**src/rtl/bus_dma_initiator.sv**
```systemverilog
// Single-channel word-copy DMA initiator on the picorv32 native memory bus.
// Ports: clk/resetn; start_i, src_addr_i, dst_addr_i, len_i command;
//   busy_o, done_o, err_o, count_o status; mem_* bus initiator.
//   Optional macro DMA_TIMEOUT_EN adds TIMEOUT_CYCLES and the wait limit.
module bus_dma_initiator #(
   parameter int LEN_W = 16
`ifdef DMA_TIMEOUT_EN
   , parameter int TIMEOUT_CYCLES = 256
`endif
) (
   input  logic             clk,
   input  logic             resetn,
   input  logic             start_i,
   input  logic [31:0]      src_addr_i,
   input  logic [31:0]      dst_addr_i,
   input  logic [LEN_W-1:0] len_i,
   output logic             busy_o,
   output logic             done_o,
   output logic             err_o,
   output logic [LEN_W-1:0] count_o,
   output logic             mem_valid_o,
   input  logic             mem_ready_i,
   output logic [31:0]      mem_addr_o,
   output logic [31:0]      mem_wdata_o,
   output logic [3:0]       mem_wstrb_o,
   input  logic [31:0]      mem_rdata_i
);

   typedef enum logic [2:0] {
      IDLE, RD_REQ, RD_GAP, WR_REQ, WR_GAP, DONE
   } state_t;

   state_t           state_q, state_d;
   logic [31:0]      src_q, src_d;
   logic [31:0]      dst_q, dst_d;
   logic [31:0]      data_q, data_d;
   logic [LEN_W-1:0] rem_q, rem_d;
   logic [LEN_W-1:0] cnt_q, cnt_d;
   logic             valid_q, valid_d;
   logic [31:0]      addr_q, addr_d;
   logic [31:0]      wdata_q, wdata_d;
   logic [3:0]       wstrb_q, wstrb_d;
   logic             busy_q, busy_d;
   logic             done_q, done_d;
   logic             err_q, err_d;
   logic             expire;

`ifdef DMA_TIMEOUT_EN
   localparam int WAIT_W =
      (TIMEOUT_CYCLES > 1) ? $clog2(TIMEOUT_CYCLES) : 1;
   logic [WAIT_W-1:0] wait_q, wait_d;
   assign expire = (wait_q == WAIT_W'(TIMEOUT_CYCLES - 1));
`else
   assign expire = 1'b0;
`endif

   always_comb begin
      state_d = state_q;
      src_d   = src_q;
      dst_d   = dst_q;
      data_d  = data_q;
      rem_d   = rem_q;
      cnt_d   = cnt_q;
      valid_d = valid_q;
      addr_d  = addr_q;
      wdata_d = wdata_q;
      wstrb_d = wstrb_q;
      busy_d  = busy_q;
      done_d  = 1'b0;
      err_d   = err_q;
      unique case (state_q)
         IDLE: begin
            if (start_i) begin
               src_d  = {src_addr_i[31:2], 2'b00};
               dst_d  = {dst_addr_i[31:2], 2'b00};
               rem_d  = len_i;
               cnt_d  = '0;
               err_d  = 1'b0;
               if (len_i == '0) begin
                  state_d = DONE;
                  done_d  = 1'b1;
               end else begin
                  state_d = RD_REQ;
                  busy_d  = 1'b1;
                  valid_d = 1'b1;
                  addr_d  = {src_addr_i[31:2], 2'b00};
                  wstrb_d = 4'h0;
               end
            end
         end
         RD_REQ, WR_REQ: begin
            if (mem_ready_i) begin
               valid_d = 1'b0;
               wstrb_d = 4'h0;
               if (state_q == RD_REQ) begin
                  data_d  = mem_rdata_i;
                  state_d = RD_GAP;
               end else begin
                  src_d   = src_q + 32'd4;
                  dst_d   = dst_q + 32'd4;
                  cnt_d   = cnt_q + LEN_W'(1);
                  rem_d   = rem_q - LEN_W'(1);
                  state_d = WR_GAP;
               end
            end else if (expire) begin
               // abandon the request; count_o keeps the words done so far
               valid_d = 1'b0;
               wstrb_d = 4'h0;
               err_d   = 1'b1;
               busy_d  = 1'b0;
               done_d  = 1'b1;
               state_d = DONE;
            end
         end
         RD_GAP: begin
            state_d = WR_REQ;
            valid_d = 1'b1;
            addr_d  = dst_q;
            wdata_d = data_q;
            wstrb_d = 4'hF;
         end
         WR_GAP: begin
            if (rem_q == '0) begin
               state_d = DONE;
               busy_d  = 1'b0;
               done_d  = 1'b1;
            end else begin
               state_d = RD_REQ;
               valid_d = 1'b1;
               addr_d  = src_q;
               wstrb_d = 4'h0;
            end
         end
         DONE: state_d = IDLE;
         default: state_d = IDLE;
      endcase
`ifdef DMA_TIMEOUT_EN
      // restarts on every entry into a request state
      wait_d = ((state_d == state_q) &&
                ((state_q == RD_REQ) || (state_q == WR_REQ)))
               ? wait_q + WAIT_W'(1) : '0;
`endif
   end

   always_ff @(posedge clk or negedge resetn) begin
      if (!resetn) begin
         state_q <= IDLE;
         src_q   <= '0;
         dst_q   <= '0;
         data_q  <= '0;
         rem_q   <= '0;
         cnt_q   <= '0;
         valid_q <= 1'b0;
         addr_q  <= '0;
         wdata_q <= '0;
         wstrb_q <= '0;
         busy_q  <= 1'b0;
         done_q  <= 1'b0;
         err_q   <= 1'b0;
`ifdef DMA_TIMEOUT_EN
         wait_q  <= '0;
`endif
      end else begin
         state_q <= state_d;
         src_q   <= src_d;
         dst_q   <= dst_d;
         data_q  <= data_d;
         rem_q   <= rem_d;
         cnt_q   <= cnt_d;
         valid_q <= valid_d;
         addr_q  <= addr_d;
         wdata_q <= wdata_d;
         wstrb_q <= wstrb_d;
         busy_q  <= busy_d;
         done_q  <= done_d;
         err_q   <= err_d;
`ifdef DMA_TIMEOUT_EN
         wait_q  <= wait_d;
`endif
      end
   end

   assign busy_o      = busy_q;
   assign done_o      = done_q;
   assign err_o       = err_q;
   assign count_o     = cnt_q;
   assign mem_valid_o = valid_q;
   assign mem_addr_o  = addr_q;
   assign mem_wdata_o = wdata_q;
   assign mem_wstrb_o = wstrb_q;

endmodule
```
**config.mk**
```make
export PLATFORM = sky130hd
export DESIGN_NAME = bus_dma_initiator
export DESIGN_NICKNAME = d
export VERILOG_FILES = /design/src/rtl/bus_dma_initiator.sv
export SDC_FILE = /design/constraint.sdc
export NUM_CORES = 1
export LEC_CHECK = 0
export BUFFER_PORTS_ARGS = -buffer_cell sky130_fd_sc_hd__buf_4
export CAP_MARGIN = 40
export CORE_MARGIN = 2
export CORE_UTILIZATION = 50
export CTS_CLUSTER_SIZE = 25
export DETAILED_ROUTE_END_ITERATION = 12
export GPL_TIMING_DRIVEN = 0
export PLACE_DENSITY = 0.73
export SLEW_MARGIN = 0
export SYNTH_ARGS = -nofsm -noshare
export SYNTH_HDL_FRONTEND = slang
export SYNTH_SLANG_ARGS = --single-unit
```
**constraint.sdc**
```tcl
create_clock -name clk -period 2.29 [get_ports clk]
set_clock_uncertainty 0.05 [all_clocks]
set_input_delay 0.229 -clock clk [delete_from_list [all_inputs] [get_ports clk]]
set_output_delay 0.229 -clock clk [all_outputs]
set_load 0.05 [all_outputs]
```
==> flow_summary.ini, run 1 <==
[place]
placed_area_sq_um = 11900
dp_hpwl_microns = 23800
place_ws_ns = -1.12
portBuffers = 198
place_congestion = 0.951

[critical_path]
critical_path.endpoint_type = register
critPathLaunchType = register
crit_required_ns = 2.57
cp_slowest_cell = or4_4
critPathMaxFanout = 8
slowest_delay_ns = 0.56
arrival_ns = 2.62
critical_path_class = register to register
crit_path_frequent_cell = or4_4
worstPathCellList = or4_4 -> or4_4 -> and3_4 -> buf_8 -> o22a_1

[min_path]
hp-class = primary input to register

[finish]
nets = 1433
drive_gt1_share_pct = 31.1
fill_cells = 1574
finalInstanceArea_sq_um = 13400
utilization_pct = 68.5
syn_to_final_growth_pct = 33.8

[detailed_routing]
totalWireLength_microns = 35200
wl_per_cell_microns = 22.1
drtIter0Drc = 1215
vias_per_cell = 6.31
ant_nets = 0
drt_first_pass_iters = 6
vias = 10000
drc_errors = 0

[synth]
synth_cell_types = 67
ys_seq_area_share_pct = 48.4
async_flop_share_pct = 100
synth_area_leaders = dfrtp_1, mux2_2, nand2_1
mappedNetlistArea_sq_um = 10000
syn_area_per_cell_sq_um = 9.65
yosys.area.top_type = dfrtp_1
synth_top_flop_cell = dfrtp_1
synth_nets = 1160
synth_edf_count = 0
synth.top_cell.area_share_pct = 48.4
synth_warnings = 0
ys_seq_elements = 194
syn_inst = 1040

[floorplanning]
core.rowCount = 51
core_sq_um = 19600
boundaryPins = 204
die_area_sq_um = 21200
die_x_microns = 146
start_util_pct = 51.2
die_y_microns = 146

[power_and_ir_drop]
p_switching_w = 0.0106
vdd_drop_max_mv = 1.03
switching_share_pct = 49.2
p_seq_share_pct = 29.9
power.internal_w = 0.0109
power.leakage_nw = 5.78
comb_power_share_pct = 55.5
power_density_nw_per_um2 = 1600
finalPower_w = 0.0215
clkPwrFrac_pct = 14.5

[clocking]
cts_tree = yes
numCtsBuffers = 17
cts-root-buf = clkbuf_16
clockBufferDepth = 2
clkLatencyLatePin_ns = 0.46
htree_levels = 4
numClockSinks = 194
cts.clk_slew.worst_paths_ns = 0.08

[run_status]
outcome = finished, violations left
violations = hold timing, setup timing

[flow_run]
drv_cap = 0

[timing]
fin_crit_sh_pct = 102
worst_pin_slew_ns = 0.730
hold_viol_final = 1
max_slew_margin_pct = 51.3
hold_ws_ns = -0.00125
min_period_ns = 2.34
fin_ws_ns = -0.0494
maxSlewViolCount = 0
rsz0062_at_grt = yes
clock.fmax_mhz = 427
setup_viol = 29

[global_routing]
track_usage_pct = 33.0
grt_max_degree = 70
grt_pass1_vias = 9963
antenna_found_initial = 1
grt_overflow = 0
grt_pass1_wl_microns = 54800
-- path summary, 6_finish.rpt --
kind	startpoint	end	slack [ns]	cells after the start
worst max-delay path	rem_q[10]	mem_addr_o[19]	-0.05	5
worst min-delay path	len_i[1]	rem_q[1]	-0.001	3
worst max register to register	rem_q[10]	mem_addr_o[19]	-0.05	5
worst min register to register	mem_valid_o	mem_valid_o	0.44	1
max in group asynchronous	resetn	state_q[2]	0.86	4
min in group asynchronous	resetn	dst_q[7]	0.24	2
-- power by group through the flow --
stage | clock network [W] | logic [W] | registers (W)
3_3_place_gp | 0 | 0.0108 | 0.00631
2_1_floorplan | 0 | 0.00550 | 0.00810
3_5_place_dp | 0 | 0.0110 | 0.00636
6_report | 0.00311 | 0.0119 | 0.00643
4_1_cts | 0.00313 | 0.0115 | 0.00631
5_1_grt | 0.00327 | 0.0126 | 0.00662
-- cells in the final DEF (no fill, tap or decap), types with 19 or more instances in the layout --
cell,netlist,routed
dfrtp_1,194,192
o21ai_0,50,50
mux2_2,64,64
clkbuf_2,1,28
o22a_1,37,37
a22oi_1,32,32
nand4_1,20,20
clkbuf_16,0,19
nor3_1,28,27
a21oi_1,69,68
nor2_1,81,80
dlygate4sd3_1,0,40
nand3_1,62,61
buf_4,5,224
nand2_1,104,102
-- what timing repair did --
| item | in CTS | in global routing |
|---|---|---|
| resized for setup | 74 | 49 |
| setup buffers | 14 | 4 |
| endpoints found under the hold margin | 99 | 0 |
| hold buffers | 40 | 0 |
| pin swaps | 9 | 5 |
| setup endpoints to repair | 188 | 166 |
| cloned | 1 | 2 |
-- area by class of cell --
type                            count  area [sq um]  share of cell area (%)
Timing Repair Buffer              261          2160                    16.1
Sequential cell                   194          4860                    36.2
Clock inverter                     14           180                    1.34
Antenna cell                        1          2.50                  0.0186
Tap cell                          265           332                    2.47
Clock buffer                       18           439                    3.27
Buffer                             81           493                    3.67
Multi-Input combinational cell    750          4920                    36.7
Inverter                            8          30.0                   0.224
-- routing by layer --
| metal | up-vias | track usage, % | share of wire [%] |
|---|---|---|---|
| met4 | 0 | 15.0 | 4.0 |
| li1 | 4418 | - | - |
| met3 | 126 | 9.81 | 13 |
| met1 | 4799 | 42.2 | 37 |
| met2 | 706 | 52.2 | 46 |
| met5 | - | 0 | 0 |
-- sequential cells by signal (all words and copies together), names as in the netlist --
signal	count
state_q	3
dst_q	30
data_q	32
done_o	1
mem_valid_o	1
mem_wstrb_o	1
mem_wdata_o	32
count_o	16
src_q	30
mem_addr_o	31
rem_q	16
busy_o	1
-- worst max-delay path, delay by kind of cell (launching register included) --
kind,cells,cell delay (ns)
compound gates,1,0.20
buf+inv,1,0.17
flops,1,0.39
simple gates,3,1.40
-- per-stage QoR --
stage               instances  TNS, ns  hold WS (ns)
global placement         1503  -165.18         0.411
floorplan                1040   -0.241        -0.117
finish                   1592   -0.864      -0.00125
CTS                      1589    -2.21       0.00213
global route             1592    -2.76       0.00255
detailed placement       1505   -90.22         0.142
-- kinds of logic (layout without fill, tap and decap cells) --
| family | count (synthesis) | in the layout | synth area share (%) |
|---|---|---|---|
| AO/OA/AOI/OAI | 280 | 280 | 19.0 |
| flip-flops | 194 | 194 | 48.4 |
| multiplexers | 67 | 67 | 7.48 |
| adder cells (fa/ha/maj) | 4 | 4 | 0.499 |
| buffers and inverters | 96 | 382 | 4.22 |
| AND/OR/NAND/NOR | 383 | 383 | 19.1 |
| other | 1 | 2 | 0.0374 |
| XOR/XNOR | 15 | 15 | 1.31 |
-- cell usage after synthesis (all sizes together), types with 4 or more instances --
master and instances:
xnor2 5, xor2 10, o21a 7, inv 8
o22ai 13, buf 28, a21oi 69, nand4 21
nand2b 5, nor2 81, clkbuf 60, ha 4
o21ai 50, a2bb2oi 13, a22oi 32, nor3 28
a32oi 5, a311oi 10, and2 4, and4 13
nor4 13, mux2 64, dfrtp 194, and3 12
or4 5, nor3b 8, o32ai 4, a31oi 10
nand2 104, a211oi 5, or3 14, o22a 39
nand3 62
No activity file was read; power rests on OpenSTA's default activity.
==> run 2, diff against run 1 <==
--- a/config.mk
+++ b/config.mk
@@ -8,11 +8,11 @@
 export BUFFER_PORTS_ARGS = -buffer_cell sky130_fd_sc_hd__buf_4
 export CAP_MARGIN = 40
 export CORE_MARGIN = 2
-export CORE_UTILIZATION = 50
+export CORE_UTILIZATION = 40
 export CTS_CLUSTER_SIZE = 25
 export DETAILED_ROUTE_END_ITERATION = 12
 export GPL_TIMING_DRIVEN = 0
-export PLACE_DENSITY = 0.73
+export PLACE_DENSITY = 0.6
 export SLEW_MARGIN = 0
 export SYNTH_ARGS = -nofsm -noshare
 export SYNTH_HDL_FRONTEND = slang
==> run 2 against run 1 <==
- the flow finishes with violations (setup timing)
- clock power shrank 3%
- core utilization is 14 points lower
- final cell count rose by 3.1%
- largest cell class unchanged
- power shrank 1.5%
- sequential share of layout area grew 0.40 points
- worst setup slack got worse by 0.012 ns
- sequential power barely moved
- register-to-register slack about the same
==> flow_summary.ini, run 2 (synthesis gave the netlist of run 1 again) <==
[clocking]
cts.clk_slew.worst_paths_ns = 0.08
numCtsBuffers = 17
htree_levels = 4
cts_tree = yes
clockBufferDepth = 2
numClockSinks = 194
cts-root-buf = clkbuf_16
clkLatencyLatePin_ns = 0.45

[critical_path]
r2r_slack_ns = -0.06
critPathLaunchType = register
critical_path.endpoint_type = register
critPathMaxFanout = 10
arrival_ns = 2.63
crit_required_ns = 2.57
reg2reg_depth = 6
critical_path_class = register to register

[finish]
final_common_cell = buf_4
fin_cells = 1642
layout_common_cells = buf_4, dfrtp_1, nand2_1
syn_to_final_growth_pct = 32.3
drive_gt1_share_pct = 31.3
nets = 1425

[flow_run]
drv_cap = 0

[floorplanning]
boundaryPins = 204
die_y_microns = 162
die_area_sq_um = 26400
start_util_pct = 41.0
die_x_microns = 162
core_sq_um = 24500
core.rowCount = 57

[timing]
min_period_ns = 2.35
rsz0062_at_grt = yes
clock.fmax_mhz = 425
fin_ws_ns = -0.0610
maxSlewViolCount = 0
hold_ws_ns = 0.00786
hold_viol_final = 0
fin_crit_sh_pct = 103
setup_viol = 31
worst_pin_slew_ns = 0.888
max_slew_margin_pct = 40.8

[detailed_routing]
vias = 9709
drt_first_pass_iters = 5
drc_errors = 0
ant_nets = 0
drtIter0Drc = 1056
totalWireLength_microns = 35700
vias_per_cell = 5.91
wl_per_cell_microns = 21.8

[global_routing]
grt_pass1_wl_microns = 54800
grt_overflow = 0
antenna_found_initial = 1
track_usage_pct = 27.2
grt_pass1_vias = 9537
grt_max_degree = 113

[power_and_ir_drop]
power_density_nw_per_um2 = 1590
vdd_drop_max_mv = 0.900
power.leakage_nw = 5.71

[place]
place_congestion = 0.889
portBuffers = 198
dp_hpwl_microns = 24700
placed_cells = 1565
place_ws_ns = -1.16

[run_status]
violations = setup timing
outcome = finished, violations left

[min_path]
hold_path_depth = 3
hp-class = primary input to register
[run 2: cell types whose count changed in the layout (fill, tap and decap cells not counted), sizes merged]
cell / delta
clkinvlp: +1
clkbuf: -8
clkinv: -1
buf: +2
dlygate4sd3: -3
[run 2: area by class of cell]
| class | instances | area (sq um) |
|---|---|---|
| Buffer | 80 | 473 |
| Timing Repair Buffer | 254 | 2030 |
| Tap cell | 324 | 405 |
| Fill cell | 2259 | 11200 |
| Multi-Input combinational cell | 750 | 4900 |
| Sequential cell | 194 | 4860 |
| Clock inverter | 14 | 159 |
| Antenna cell | 1 | 2.50 |
| Inverter | 8 | 30.0 |
| Clock buffer | 17 | 425 |
[run 2: timing repair]
action                                  in CTS  in global routing
pin swaps                                    7                  5
resized for setup                           62                 55
endpoints found under the setup margin     189                145
hold endpoints to repair                   147                  0
buffers inserted                            11                  5
hold buffers                                37                  0
[run 2: metrics by stage]
step / utilization (%) / area, sq um / setup TNS [ns] / total power (W)
global placement: 48.8 / 11900 / -196.21 / 0.0173
global route: 54.3 / 13300 / -3.45 / 0.0223
finish: 54.3 / 13300 / -1.42 / 0.0211
detailed placement: 49.0 / 12000 / -90.62 / 0.0175
CTS: 53.8 / 13100 / -2.87 / 0.0208
floorplan: - / 10000 / -0.241 / 0.0136
[run 2: path summary, 6_finish.rpt]
path / from / endpoint
setup / recovery: rem_q[9] / mem_addr_o[25]
hold / removal: dst_addr_i[28] / dst_q[28]
setup reg to reg: rem_q[9] / mem_addr_o[25]
hold reg to reg: mem_valid_o / mem_valid_o
max in group asynchronous: resetn / src_q[21]
min in group asynchronous: resetn / dst_q[10]
[run 2: metal layers]
metal  wire (microns)  GRT usage [%]
met4             1200           10.5
met2            16300           43.2
met5                0              0
met3             3510           6.90
met1            14800           36.0
[run 2: where the power goes]
| part | total (W) | switching, W | internal (W) | leakage, nW |
|---|---|---|---|---|
| Clock | 0.00303 | 0.00157 | 0.00146 | 0.282 |
| Sequential | 0.00644 | 0.00142 | 0.00501 | 2.29 |
| Combinational | 0.0117 | 0.00745 | 0.00423 | 3.14 |
[run 2: critical path: stages, from the launching register on]
cell and delay [ns]:
dfrtp_1 0.39, or4_4 0.57, or4_4 0.58, and3_4 0.17, buf_6 0.14, buf_8 0.15, o22a_1 0.20
